--- src/rtl/shift_pkg.sv ---
// shift_pkg: shared opcode/state types and defaults for the bit-serial shift engine.
package shift_pkg;

    localparam int WIDTH_DEF = 8;
    localparam int CNT_W_DEF = $clog2(WIDTH_DEF);

    typedef enum logic [2:0] {
        OP_NOP  = 3'b000,
        OP_LSL  = 3'b001,
        OP_ASL  = 3'b010,
        OP_LSR  = 3'b011,
        OP_ASR  = 3'b100,
        OP_ROL  = 3'b101,
        OP_ROR  = 3'b110,
        OP_RSVD = 3'b111
    } shift_op_e;

    typedef enum logic {IDLE, RUN} state_e;

    function automatic logic op_moves(shift_op_e op);
        return !(op inside {OP_NOP, OP_RSVD});
    endfunction

endpackage

--- src/rtl/shift_step.sv ---
// shift_step: combinational single-bit shift/rotate step with the expelled bit.
module shift_step
    import shift_pkg::*;
#(
    parameter int WIDTH = WIDTH_DEF
) (
    input  logic [2:0]       op,
    input  logic [WIDTH-1:0] word,
    output logic [WIDTH-1:0] next_word,
    output logic             bit_out
);

    always_comb begin
        next_word = word;
        bit_out   = 1'b0;
        case (shift_op_e'(op))
            OP_LSL, OP_ASL: begin
                next_word = {word[WIDTH-2:0], 1'b0};
                bit_out   = word[WIDTH-1];
            end
            OP_LSR: begin
                next_word = {1'b0, word[WIDTH-1:1]};
                bit_out   = word[0];
            end
            OP_ASR: begin
                next_word = {word[WIDTH-1], word[WIDTH-1:1]};
                bit_out   = word[0];
            end
            OP_ROL: begin
                next_word = {word[WIDTH-2:0], word[WIDTH-1]};
                bit_out   = word[WIDTH-1];
            end
            OP_ROR: begin
                next_word = {word[0], word[WIDTH-1:1]};
                bit_out   = word[0];
            end
            default: ;
        endcase
    end

endmodule

--- src/rtl/serial_shift_engine.sv ---
// serial_shift_engine: captures an operand and opcode on start, then applies one
// 1-bit shift/rotate step per clock for shift_count cycles.
module serial_shift_engine
    import shift_pkg::*;
#(
    parameter int WIDTH = WIDTH_DEF,
    parameter int CNT_W = CNT_W_DEF
) (
    input  logic                    clk,
    input  logic                    rst,
    input  logic                    start,
    input  logic signed [WIDTH-1:0] d_in,
    input  logic [2:0]              sel,
    input  logic [CNT_W-1:0]        shift_count,
    output logic                    busy,
    output logic                    done,
    output logic signed [WIDTH-1:0] d_out,
    output logic                    shift_bit_out,
    output logic                    step_valid
);

    state_e            state, state_n;
    shift_op_e         op, op_n;
    logic [CNT_W-1:0]  cnt, cnt_n;
    logic [WIDTH-1:0]  d_n, step_word;
    logic              bit_n, step_bit, busy_n, done_n, sv_n;

    shift_step #(.WIDTH(WIDTH)) u_step (
        .op       (op),
        .word     (d_out),
        .next_word(step_word),
        .bit_out  (step_bit)
    );

    always_ff @(posedge clk or posedge rst) begin
        if (rst) begin
            state         <= IDLE;
            op            <= OP_NOP;
            cnt           <= '0;
            d_out         <= '0;
            shift_bit_out <= 1'b0;
            busy          <= 1'b0;
            done          <= 1'b0;
            step_valid    <= 1'b0;
        end else begin
            state         <= state_n;
            op            <= op_n;
            cnt           <= cnt_n;
            d_out         <= d_n;
            shift_bit_out <= bit_n;
            busy          <= busy_n;
            done          <= done_n;
            step_valid    <= sv_n;
        end
    end

    // In IDLE, busy=1 marks a zero-work operation whose done is due on this edge.
    always_comb begin
        state_n = state;
        op_n    = op;
        cnt_n   = cnt;
        d_n     = d_out;
        bit_n   = shift_bit_out;
        busy_n  = busy;
        done_n  = 1'b0;
        sv_n    = 1'b0;
        case (state)
            IDLE: begin
                if (busy) begin
                    done_n = 1'b1;
                    busy_n = 1'b0;
                end else if (start) begin
                    d_n     = d_in;
                    op_n    = shift_op_e'(sel);
                    cnt_n   = shift_count;
                    bit_n   = 1'b0;
                    busy_n  = 1'b1;
                    state_n = (shift_count != '0 && op_moves(shift_op_e'(sel))) ? RUN : IDLE;
                end
            end
            RUN: begin
                d_n   = step_word;
                bit_n = step_bit;
                cnt_n = cnt - CNT_W'(1);
                sv_n  = 1'b1;
                if (cnt == CNT_W'(1)) begin
                    done_n  = 1'b1;
                    busy_n  = 1'b0;
                    state_n = IDLE;
                end
            end
            default: state_n = IDLE;
        endcase
    end

endmodule

--- config.mk ---
export PLATFORM = sky130hd
export DESIGN_NAME = serial_shift_engine
export DESIGN_NICKNAME = d
export VERILOG_FILES = /design/src/rtl/shift_pkg.sv /design/src/rtl/shift_step.sv /design/src/rtl/serial_shift_engine.sv
export SDC_FILE = /design/constraint.sdc
export NUM_CORES = 1
export LEC_CHECK = 0
export BUFFER_PORTS_ARGS = -buffer_cell sky130_fd_sc_hd__buf_2
export CAP_MARGIN = 20
export CORE_MARGIN = 2
export CORE_UTILIZATION = 55
export CTS_CLUSTER_DIAMETER = 200
export DETAILED_ROUTE_END_ITERATION = 8
export PLACE_DENSITY = 0.85
export SYNTH_ARGS = -nofsm -noshare
export SYNTH_HDL_FRONTEND = slang
export SYNTH_SLANG_ARGS = --single-unit
--- constraint.sdc ---
create_clock -name clk -period 4.46 [get_ports clk]
set_clock_uncertainty 0.15 [all_clocks]
set_input_delay 0.446 -clock clk [delete_from_list [all_inputs] [get_ports clk]]
set_output_delay 0.446 -clock clk [all_outputs]
set_load 0.05 [all_outputs]
Yosys cells after proc, flatten, opt, wreduce, memory -nomap -nowiden
Cells that the tools add are included.
- $add $sub $neg: 1
- equal/unequal tests: 14
- mux-type cells: 24
- bitwise operators: 2
- reduce and logical (&&, ||, !) cells: 12
- operators with widths (cell ; count):
    8-bit case mux with 5 select lines ; 1
    8-bit two-way mux ; 2
    8-bit case mux with 2 select lines ; 1
    3-bit == test (second input constant) ; 4
    1-bit two-way mux ; 12
    1-bit case mux with 2 select lines ; 5
    3-bit by 1-bit == test with 1-bit output (second input constant) ; 2
    3-bit by 2-bit == test with 1-bit output (second input constant) ; 2
    3-bit two-way mux ; 2
    2-bit inequality test (second input constant) ; 3
    6-bit by 1-bit inequality test with 1-bit output (second input constant) ; 1
    3-bit case mux with 2 select lines ; 1
    3-bit AND reduction ; 2
    3-bit OR reduction ; 2
    5-bit by 1-bit inequality test with 1-bit output (second input constant) ; 1
    4-bit AND reduction ; 1
    3-bit zero test ; 1
    3-bit nonzero test ; 1
    3-bit by 1-bit subtractor with 3-bit output (second input constant) ; 1
    2-bit by 1-bit inequality test with 1-bit output (second input constant) ; 1
    1-bit inverter ; 2
    2-bit AND reduction ; 1
    2-bit nonzero test ; 1
    2-bit OR reduction ; 1
    other kinds (2) ; 2
- register bits: 19
- input bits: 17
- output and inout port bits: 12
- word-level logic and storage cells: 62

Depth between registers and ports, before layout
Gate-level depths: netlist of the first run.
- depth in word-level cells: 8
- gate-level depth with buffers: 5
- depth with buffers taken out: 5

By module
A second synthesis of the first run with hierarchy kept.
- cells, all modules: 142
- area total of the unflattened synthesis: 1370.1 um2
- by module, submodules not included (module ; times used ; cells an instance ; area an instance (um2) ; sequential area each (um2)):
    serial_shift_engine ; 1 ; 77 ; 887.1 ; 475.5
    shift_step ; 1 ; 65 ; 483.0 ; 0.0

Worst setup path before layout of the first run
OpenSTA, ideal clock, no wires.
- path kind: register -> register
- from: register busy
- to: register d_out[7]
- library setup time: 0.125 ns
- arrival: 1.457 ns
- setup slack: 2.728 ns
- stages on the path, launching flop included: 5
- path buffers: 0
- period minus slack after synthesis: 1.732 ns
- cell sequence: dfrtp_1 > nand2b_1 > nor2_1 > a31oi_1 > mux2_2
- word-level cells in the longest chain between the ends: 2
- RTL lines (item ; line ; source):
    from (decl) ; serial_shift_engine.sv:15 ; output logic busy,
    from (signal assigned) ; serial_shift_engine.sv:51 ; busy <= busy_n;
    2-bit inequality test (no line) ; - ;
    4-bit AND reduction (no line) ; - ;
    to (signal assigned) ; serial_shift_engine.sv:49 ; d_out <= d_n;
    to (decl) ; serial_shift_engine.sv:17 ; output logic signed [WIDTH-1:0] d_out,
No other way between the ends.
A chain may end at the register's enable or synchronous reset.

Final worst setup path of the first run
- from: register state
- to: register d_out[7]
- word-level cells in the longest chain between the ends: 3
- elaborated cells on any way between the ends: 7
- RTL lines (item ; line ; source):
    from (decl) ; serial_shift_engine.sv:22 ; state_e state, state_n;
    from (signal assigned) ; serial_shift_engine.sv:46 ; state <= state_n;
    1-bit inverter ; - ;
    2-bit inequality test (no line) ; - ;
    4-bit AND reduction (no line) ; - ;
Parallel ways exist; a longest one is shown, timed or not.

==> impl_metrics.csv, run 1 <==
group,metric,value,unit
cts,clockBufferDepth,2,
cts,cts.sinks,19,
finish,drive_gt1_share,26.0,%
sta,tightest_slew,0.930,ns
route,antenna_left,0,
placed_design,placed_cell_area,1250,um^2
cts,clk_pin_slew,0.10,ns
finish,nNetsFinal,170,
grt,grt_remaining_overflow,0,
worst_setup_path,critPathLaunch,"state",
logic_synthesis,synth_cell_types,36,
route,avgRoutedWirePerCell,14.3,um
min_path,hold_path.class,"input port to async pin",
route,first_pass_iters,4,
logic_synthesis,syn_inst,125,
finish,diodes,0,
floorplan,io_pins,29,
placed_design,dp_slack,2.36,ns
route,vias,1045,
worst_setup_path,cp-end-kind,"flop",
grt,grt_first_pass_wirelength,4290,um
logic_synthesis,synth_ff_type,"dfrtp_1",
floorplan,core,1940,um^2
sta,slew_violations,0,
logic_synthesis,synth_area,1120,um^2
logic_synthesis,synth_edf_count,0,
cts,clock-root-buffer,"clkbuf_4",
cts,insertion_delay,0.30,ns
floorplan,die_h,49.2,um
grt,grt_max_degree,24,
cts,cts_max_level,1,
finish,area_growth_syn_to_layout,13.9,%
logic_synthesis,yosys_register_bits,19,
finish,final_common_cell,"buf_2",
route,drtIter0Drc,54,
cts,cts_tree,"done",
placed_design,io_buffer_count,28,
worst_setup_path,rrSetupSlack,2.33,ns
worst_setup_path,reg2reg_to,"d_out[7]",
floorplan,dieWidth,49.2,um
cts,holdBufCountCts,0,
floorplan,rows,16,
sta,hold_violations,0,
logic_synthesis,synth_nets,144,
route,via_per_inst,5.90,
sta,maxSlewHeadroom,37.8,%
sta,period_minus_slack,2.13,ns
worst_setup_path,r2r_cells,3,
outcome,status,"completed",
worst_setup_path,cp_data_required_time,4.51,ns
route,wl,2530,um
worst_setup_path,slowest_stage,"nor2_1",
cts,post_cts_resize_count,0,
sta,finalSetupViolations,0,
sta,final.setup.tns,0,ns
worst_setup_path,critPathKind,"flop to flop",
grt,grt_pass1_vias,937,
logic_synthesis,yosysWarnings,0,
grt,grt_usage,22.5,%
finish,final_util,65.9,%
logic_synthesis,seq_area_frac_synth,42.3,%
cts,cts_buffers,3,
worst_setup_path,critical_path_arrival,2.18,ns
grt,antenna_found_initial,0,
route,drc_errors,0,
worst_setup_path,critPathCapture,"d_out[7]",
finish,n_fill_cell,165,
sta,fmax,0.469,GHz
placed_design,dpl.hpwl,1840,um
sta,fin_crit_sh,47.8,%
worst_setup_path,path_max_fanout,23,
placed_design,place_congestion,0.924,
floorplan,die_area,2420,um^2
logic_synthesis,async_flop_share,100,%
run,drv_cap,0,
worst_setup_path,critPathLaunchType,"flop",
worst_setup_path,timing.rr.start,"state",
cts,postCtsSetupRepairBufs,0,
sta,rsz0062_at_grt,"no",
finish,fin_area,1280,um^2
finish,final_cell_mix,"buf_2, dfrtp_1, nand2_1",
worst_setup_path,worstPathCellList,"nor2_1, a31oi_1, mux2_2",
logic_synthesis,synth.avg_cell_area,8.99,um^2
sta,setup_slack,2.33,ns
worst_setup_path,slowest_delay,0.83,ns
floorplan,initial_core_util,57.9,%
==> Yosys cell counts, types with 2 or more instances <==
master / n / share of area (%)
and3_1: 3 / 1.7
a211oi_1: 2 / 1.3
nor2_1: 6 / 2.0
a31oi_1: 2 / 1.1
o2bb2ai_1: 2 / 1.6
inv_1: 5 / 1.7
nor3_1: 7 / 3.1
buf_2: 3 / 1.3
o21ai_0: 9 / 4.0
clkbuf_1: 2 / 0.67
o211ai_1: 2 / 1.3
mux2_2: 3 / 3.0
buf_6: 2 / 2.0
a21o_1: 3 / 2.0
ha_1: 2 / 2.2
a22o_1: 3 / 2.3
a21boi_0: 2 / 1.3
dfrtp_1: 19 / 42
a21oi_1: 13 / 5.8
nand2b_1: 2 / 1.1
nand2_1: 17 / 5.7
nand3_1: 2 / 0.89
==> metrics by stage <==
step           instances  hold WS (ns)
6_report             177        0.0825
5_1_grt              177         0.167
3_5_place_dp         173         0.366
2_1_floorplan        125         0.247
3_3_place_gp         173         0.353
4_1_cts              177         0.104
==> area by class of cell <==
type                       instances  area (um^2)  share of cell area, %
multi-input combinational         94          584                   45.6
sequential                        19          475                   37.1
timing repair buffer              28          140                   10.9
tap                               27         33.8                   2.64
clock buffer                       3         22.5                   1.76
inverter                           5         18.8                   1.47
clock inverter                     1         5.00                  0.391
==> state kept, by name, indices dropped and copies added (netlist names) <==
signal,count
busy,1
done,1
op,3
step_valid,1
state,1
shift_bit_out,1
cnt,3
d_out,8
==> worst min-delay path by stage <==
stage                     endpoint
after CTS                   cnt[0]
after global placement      cnt[0]
after floorplan               busy
after detailed placement    cnt[2]
after global routing        cnt[0]
final                       cnt[0]
==> routing by layer <==
layer | track usage, % | wire, um | vias to the layer above
met3 | 1.84 | 117 | 5
li1 | - | - | 500
met4 | 7.14 | 37 | 0
met1 | 31.6 | 1130 | 509
met5 | 0 | 0 | -
met2 | 36.9 | 1240 | 31
==> kinds of logic (layout without fill, tap and decap cells) <==
kind of cell | after synthesis | count (layout) | share of synthesized area (%)
muxes | 4 | 4 | 3.90
DFF | 19 | 19 | 42.3
buffers and inverters | 12 | 37 | 5.68
and+or+nand+nor | 43 | 43 | 19.0
AOI/OAI and AO/OA | 45 | 45 | 26.8
adders and majority gates | 2 | 2 | 2.23
==> worst max-delay path, delay by kind of cell, from the launching register on <==
| kind | cells | cell delay (ns) |
|---|---|---|
| multiplexers | 1 | 0.31 |
| AND/OR/NAND/NOR | 1 | 0.83 |
| AO/OA/AOI/OAI | 1 | 0.09 |
| flip-flops | 1 | 0.65 |
Power of run 1 is not shown: default switching activity piles up to over one toggle a cycle in this logic, so the estimate is an artifact.
==> run 2: changes to the inputs <==
--- a/config.mk
+++ b/config.mk
@@ -8,10 +8,10 @@
 export BUFFER_PORTS_ARGS = -buffer_cell sky130_fd_sc_hd__buf_2
 export CAP_MARGIN = 20
 export CORE_MARGIN = 2
-export CORE_UTILIZATION = 55
+export CORE_UTILIZATION = 46
 export CTS_CLUSTER_DIAMETER = 200
 export DETAILED_ROUTE_END_ITERATION = 8
-export PLACE_DENSITY = 0.85
+export PLACE_DENSITY = 0.76
 export SYNTH_ARGS = -nofsm -noshare
 export SYNTH_HDL_FRONTEND = slang
 export SYNTH_SLANG_ARGS = --single-unit
==> constraint.sdc (replaced) <==
create_clock -name clk -period 1.8 [get_ports clk]
set_clock_uncertainty 0.15 [all_clocks]
set_input_delay 0.18 -clock clk [delete_from_list [all_inputs] [get_ports clk]]
set_output_delay 0.18 -clock clk [all_outputs]
set_load 0.05 [all_outputs]
==> run 2 against run 1 <==
Non-clock buffer count grew 12; first-iteration DRC count shrank 28%; count of clock-buffer cells in the layout is the same; critical endpoint is now d_out[6]; wire length grew 12%; fmax grew 28%; core utilization shrank 4.2 points; via count grew 3.1%; cell count grew 7.3%; setup slack lost 2.2 ns; sequential share of layout area shrank 2.9 points.
==> impl_metrics.csv, run 2 (synthesis gave the netlist of run 1 again) <==
group,metric,value,unit
placed_design,placed_cells,181,
grt,grt_first_pass_wirelength,4590,um
grt,antenna_found_initial,0,
placed_design,dpl.hpwl,2080,um
cts,postCtsSetupRepairBufs,0,
pwr,p_total,3.04,mW
grt,grt_remaining_overflow,0,
placed_design,place_congestion,0.923,
worst_setup_path,cp-end-kind,"flop",
sta,rsz0062_at_grt,"no",
floorplan,core,2250,um^2
sta,period_minus_slack,1.66,ns
finish,n_fill_cell,215,
run,drv_cap,0,
sta,tightest_slew,0.452,ns
worst_setup_path,path_max_fanout,10,
sta,maxSlewHeadroom,69.5,%
finish,final_util,61.8,%
cts,clockBufferDepth,2,
finish,final_common_cell,"buf_2",
min_path,min_from,"d_in[5]",
route,antenna_left,0,
sta,final.setup.tns,0,ns
finish,fin_cells,190,
cts,insertion_delay,0.30,ns
floorplan,die_h,53.4,um
finish,drive_gt1_share,29.6,%
pwr,cellPowerDensity,2180,nW/um^2
finish,area_growth_syn_to_layout,23.9,%
pwr,irDropWorstVdd,1.16,mV
finish,largestRegisters,"d_out x8, cnt x3, op x3",
worst_setup_path,timing.rr.start,"op[0]",
sta,finalSetupViolations,0,
route,via_per_inst,5.67,
route,first_pass_iters,5,
finish,regArea,477,um^2
cts,clk_pin_slew,0.12,ns
floorplan,io_pins,29,
floorplan,initial_core_util,49.8,%
grt,grt_usage,22.4,%
placed_design,io_buffer_count,28,
route,avgRoutedWirePerCell,14.9,um
route,wl,2830,um
finish,largest_reg_flops,8,
worst_setup_path,critPathKind,"flop to flop",
grt,grt_pass1_vias,990,
sta,hold_violations,0,
grt,grt_max_degree,20,
floorplan,die_area,2850,um^2
sta,fmax,0.601,GHz
min_path,hold_path.class,"input port to flop",
pwr,power_leakage,0.681,nW
route,vias,1077,
outcome,status,"completed",
worst_setup_path,critical_path_arrival,1.71,ns
cts,clock-root-buffer,"clkbuf_4",
cts,cts.sinks,19,
worst_setup_path,cp_data_required_time,1.85,ns
cts,cts_max_level,1,
floorplan,rows,17,
finish,nNetsFinal,182,
route,drc_errors,0,
finish,final_cell_mix,"buf_2, dfrtp_1, nand2_1",
finish,multi_input_area,592,um^2
finish,diodes,0,
cts,cts_buffers,3,
sta,fin_crit_sh,92.4,%
worst_setup_path,critPathLaunch,"op[0]",
worst_setup_path,critPathLaunchType,"flop",
route,drtIter0Drc,39,
sta,slew_violations,0,
finish,largest-register,"d_out",
cts,cts_tree,"done",
floorplan,dieWidth,53.4,um
==> run 2: cell count changes in the layout (fill, tap and decap cells not counted), sizes merged <==
cell	change
buf	+7
dlygate4sd3	+5
==> run 2: worst max-delay path, cell delays in order, from the launching register on <==
cell     delay [ns]
dfrtp_1        0.49
or2_4          0.30
o211a_4        0.27
a21o_1         0.16
a22o_1         0.20
==> run 2: report_power, final <==
part           leakage, nW  total [mW]  internal [mW]  switching, mW
logic                0.437        1.88          0.716           1.16
registers            0.227       0.936          0.650          0.285
clock network       0.0177       0.226         0.0828          0.143
==> run 2: layout make-up <==
| type | count | area share (%) |
|---|---|---|
| sequential | 19 | 34.2 |
| tap | 28 | 2.52 |
| multi-input combinational | 94 | 42.5 |
| timing repair buffer | 40 | 17.4 |
| clock buffer | 3 | 1.62 |
| inverter | 5 | 1.35 |
| clock inverter | 1 | 0.359 |
==> run 2: worst paths after layout <==
kind / end / slack [ns] / depth (start not counted)
setup / recovery: d_out[6] / 0.14 / 4
max in group asynchronous: op[2] / 1.00 / 4
setup reg to reg: d_out[6] / 0.14 / 4
hold reg to reg: cnt[0] / 0.38 / 1
min in group asynchronous: done / 0.27 / 4
hold / removal: d_out[5] / 0.002 / 3
==> run 2: layer usage <==
layer  global-route usage, %  vias to the layer above  routed length (um)  share of wire, %
met5                       0                        -                   0                 0
met1                    29.8                      512                1300                46
met3                    3.67                        5                 128               4.5
li1                        -                      526                   -                 -
met4                    6.41                        0                  28              0.99
met2                    37.2                       34                1370                48
==> run 2: stage by stage <==
stage | hold WS (ns) | cell area [um^2] | worst slack (ns)
6_report | 0.00195 | 1390 | 0.137
5_1_grt | 0.0142 | 1390 | 0.0338
4_1_cts | 0.000878 | 1380 | 0.147
3_5_place_dp | 0.0644 | 1310 | 0.159
3_3_place_gp | 0.0581 | 1310 | 0.199
2_1_floorplan | -0.0189 | 1120 | 0.0682
==> run 2: timing repair <==
item	CTS	global route
setup endpoints to repair	0	4
hold endpoints to repair	23	0
hold buffers	5	0
gates resized for setup	0	2
Note: power is estimated with default switching activity, not from simulation.
==> run 3: changes to the inputs <==
--- a/config.mk
+++ b/config.mk
@@ -8,10 +8,11 @@
 export BUFFER_PORTS_ARGS = -buffer_cell sky130_fd_sc_hd__buf_2
 export CAP_MARGIN = 20
 export CORE_MARGIN = 2
-export CORE_UTILIZATION = 46
+export CORE_UTILIZATION = 55
+export CTS_BUF_LIST = sky130_fd_sc_hd__clkbuf_16
 export CTS_CLUSTER_DIAMETER = 200
 export DETAILED_ROUTE_END_ITERATION = 8
-export PLACE_DENSITY = 0.76
+export PLACE_DENSITY = 0.85
 export SYNTH_ARGS = -nofsm -noshare
 export SYNTH_HDL_FRONTEND = slang
 export SYNTH_SLANG_ARGS = --single-unit
==> constraint.sdc (replaced) <==
create_clock -name clk -period 2 [get_ports clk]
set_clock_uncertainty 0.15 [all_clocks]
set_input_delay 0.2 -clock clk [delete_from_list [all_inputs] [get_ports clk]]
set_output_delay 0.2 -clock clk [all_outputs]
set_load 0.1 [all_outputs]
==> run 3 against run 2 <==
Worst hold slack better by 0.022 ns; core utilization is 9.0 points higher; critical path depth stayed put; sequential share of layout area is 0.47 points higher; global-route usage is 0.83 points higher; design area is 1.3% lower; largest cell class unchanged.
==> impl_metrics.csv, run 3 (synthesis gave the netlist of run 1 again) <==
group,metric,value,unit
cts,clock-root-buffer,"clkbuf_16",
sta,hold_violations,0,
route,drtIter0Drc,44,
route,antenna_left,0,
finish,nNetsFinal,175,
finish,drive_gt1_share,28.4,%
cts,insertion_delay,0.25,ns
cts,clockBufferDepth,2,
sta,finalSetupViolations,0,
finish,largest_reg_flops,8,
grt,grt_remaining_overflow,0,
grt,grt_usage,23.3,%
grt,antenna_found_initial,0,
worst_setup_path,cp-end-kind,"flop",
placed_design,io_buffer_count,28,
finish,area_growth_syn_to_layout,22.3,%
worst_setup_path,cp_data_required_time,1.99,ns
cts,cts.sinks,19,
route,drc_errors,0,
route,met3_length,156,um
finish,final_cell_mix,"buf_2, dfrtp_1, nand2_1",
route,via_per_inst,5.99,
sta,tightest_slew,0.716,ns
route,met1Wirelength,1210,um
cts,clk_pin_slew,0.05,ns
worst_setup_path,critPathLaunch,"op[0]",
min_path,min_from,"sel[2]",
floorplan,initial_core_util,57.9,%
worst_setup_path,path_max_fanout,14,
floorplan,die_area,2420,um^2
sta,final.setup.tns,0,ns
min_path,hold_path.class,"input port to flop",
worst_setup_path,critPathKind,"flop to flop",
route,wl,2650,um
sta,period_minus_slack,1.72,ns
grt,grt_max_degree,20,
sta,rsz0062_at_grt,"no",
finish,final_common_cell,"buf_2",
grt,grt_first_pass_wirelength,4350,um
floorplan,core,1940,um^2
placed_design,dpl.hpwl,1880,um
sta,fmax,0.581,GHz
sta,maxSlewHeadroom,52.2,%
route,vias,1090,
placed_design,place_congestion,0.928,
cts,post_cts_resize_count,0,
finish,final_util,70.7,%
sta,slew_violations,0,
route,avgRoutedWirePerCell,14.5,um
route,highest_layer,"met4",
route,first_pass_iters,4,
floorplan,dieWidth,49.2,um
floorplan,rows,16,
worst_setup_path,critPathLaunchType,"flop",
cts,cts_buffers,3,
cts,cts_tree,"done",
floorplan,io_pins,29,
finish,diodes,0,
outcome,status,"completed",
route,wl_met2,1260,um
finish,largest-register,"d_out",
floorplan,die_h,49.2,um
worst_setup_path,critical_path_arrival,1.71,ns
run,drv_cap,0,
finish,largestRegisters,"d_out x8, cnt x3, op x3",
finish,n_fill_cell,154,
sta,holdWs,0.0240,ns
grt,grt_pass1_vias,984,
sta,fin_crit_sh,86.0,%
cts,cts_max_level,1,
worst_setup_path,timing.rr.start,"op[0]",
-- run 3: changes by cell type in the layout (fill, tap and decap cells not counted) --
| cell | change |
|---|---|
| o41ai_1 | +1 |
| dlygate4sd3_1 | -4 |
| clkbuf_16 | +3 |
| clkbuf_4 | -3 |
| buf_4 | -3 |
| o41ai_2 | -1 |
-- run 3: final timing paths --
| path | end | slack [ns] | cells past startpoint |
|---|---|---|---|
| min reg2reg | cnt[0] | 0.36 | 1 |
| max in group asynchronous | busy | 0.74 | 3 |
| max reg2reg | d_out[2] | 0.28 | 4 |
| min in group asynchronous | d_out[4] | 0.46 | 3 |
| max | d_out[2] | 0.28 | 4 |
| min | op[2] | 0.02 | 3 |
-- run 3: through the flow --
step / worst slack, ns / area (um^2) / std cells
after floorplan: 0.165 / 1120 / 125
after global placement: 0.342 / 1280 / 177
after detailed placement: 0.283 / 1280 / 177
after CTS: 0.281 / 1370 / 182
after global routing: 0.233 / 1370 / 182
final: 0.280 / 1370 / 182
-- run 3: worst max-delay path, cell delays in order, from the launching register on --
cell,delay [ns]
dfrtp_1,0.51
or2_4,0.32
o211a_4,0.28
a21o_1,0.16
a22o_1,0.19
-- run 3: cell type report --
type | count | area, um^2 | share of cell area, %
multi-input combinational | 94 | 584 | 42.5
inverter | 5 | 18.8 | 1.37
timing repair buffer | 33 | 180 | 13.1
clock inverter | 1 | 5.00 | 0.364
clock buffer | 3 | 75.1 | 5.46
tap | 27 | 33.8 | 2.46
sequential | 19 | 477 | 34.7
-- run 3: layer usage --
layer	vias up	track usage, %
met1	525	32.1
met5	-	0
met2	51	37.2
li1	510	-
met3	4	3.07
met4	0	9.05
-- run 3: timing repair --
| action | in CTS | in global routing |
|---|---|---|
| endpoints found under the hold margin | 19 | 0 |
| setup buffers | 0 | 0 |
| hold buffers | 1 | 0 |
Power of run 3 is left out for the same reason.
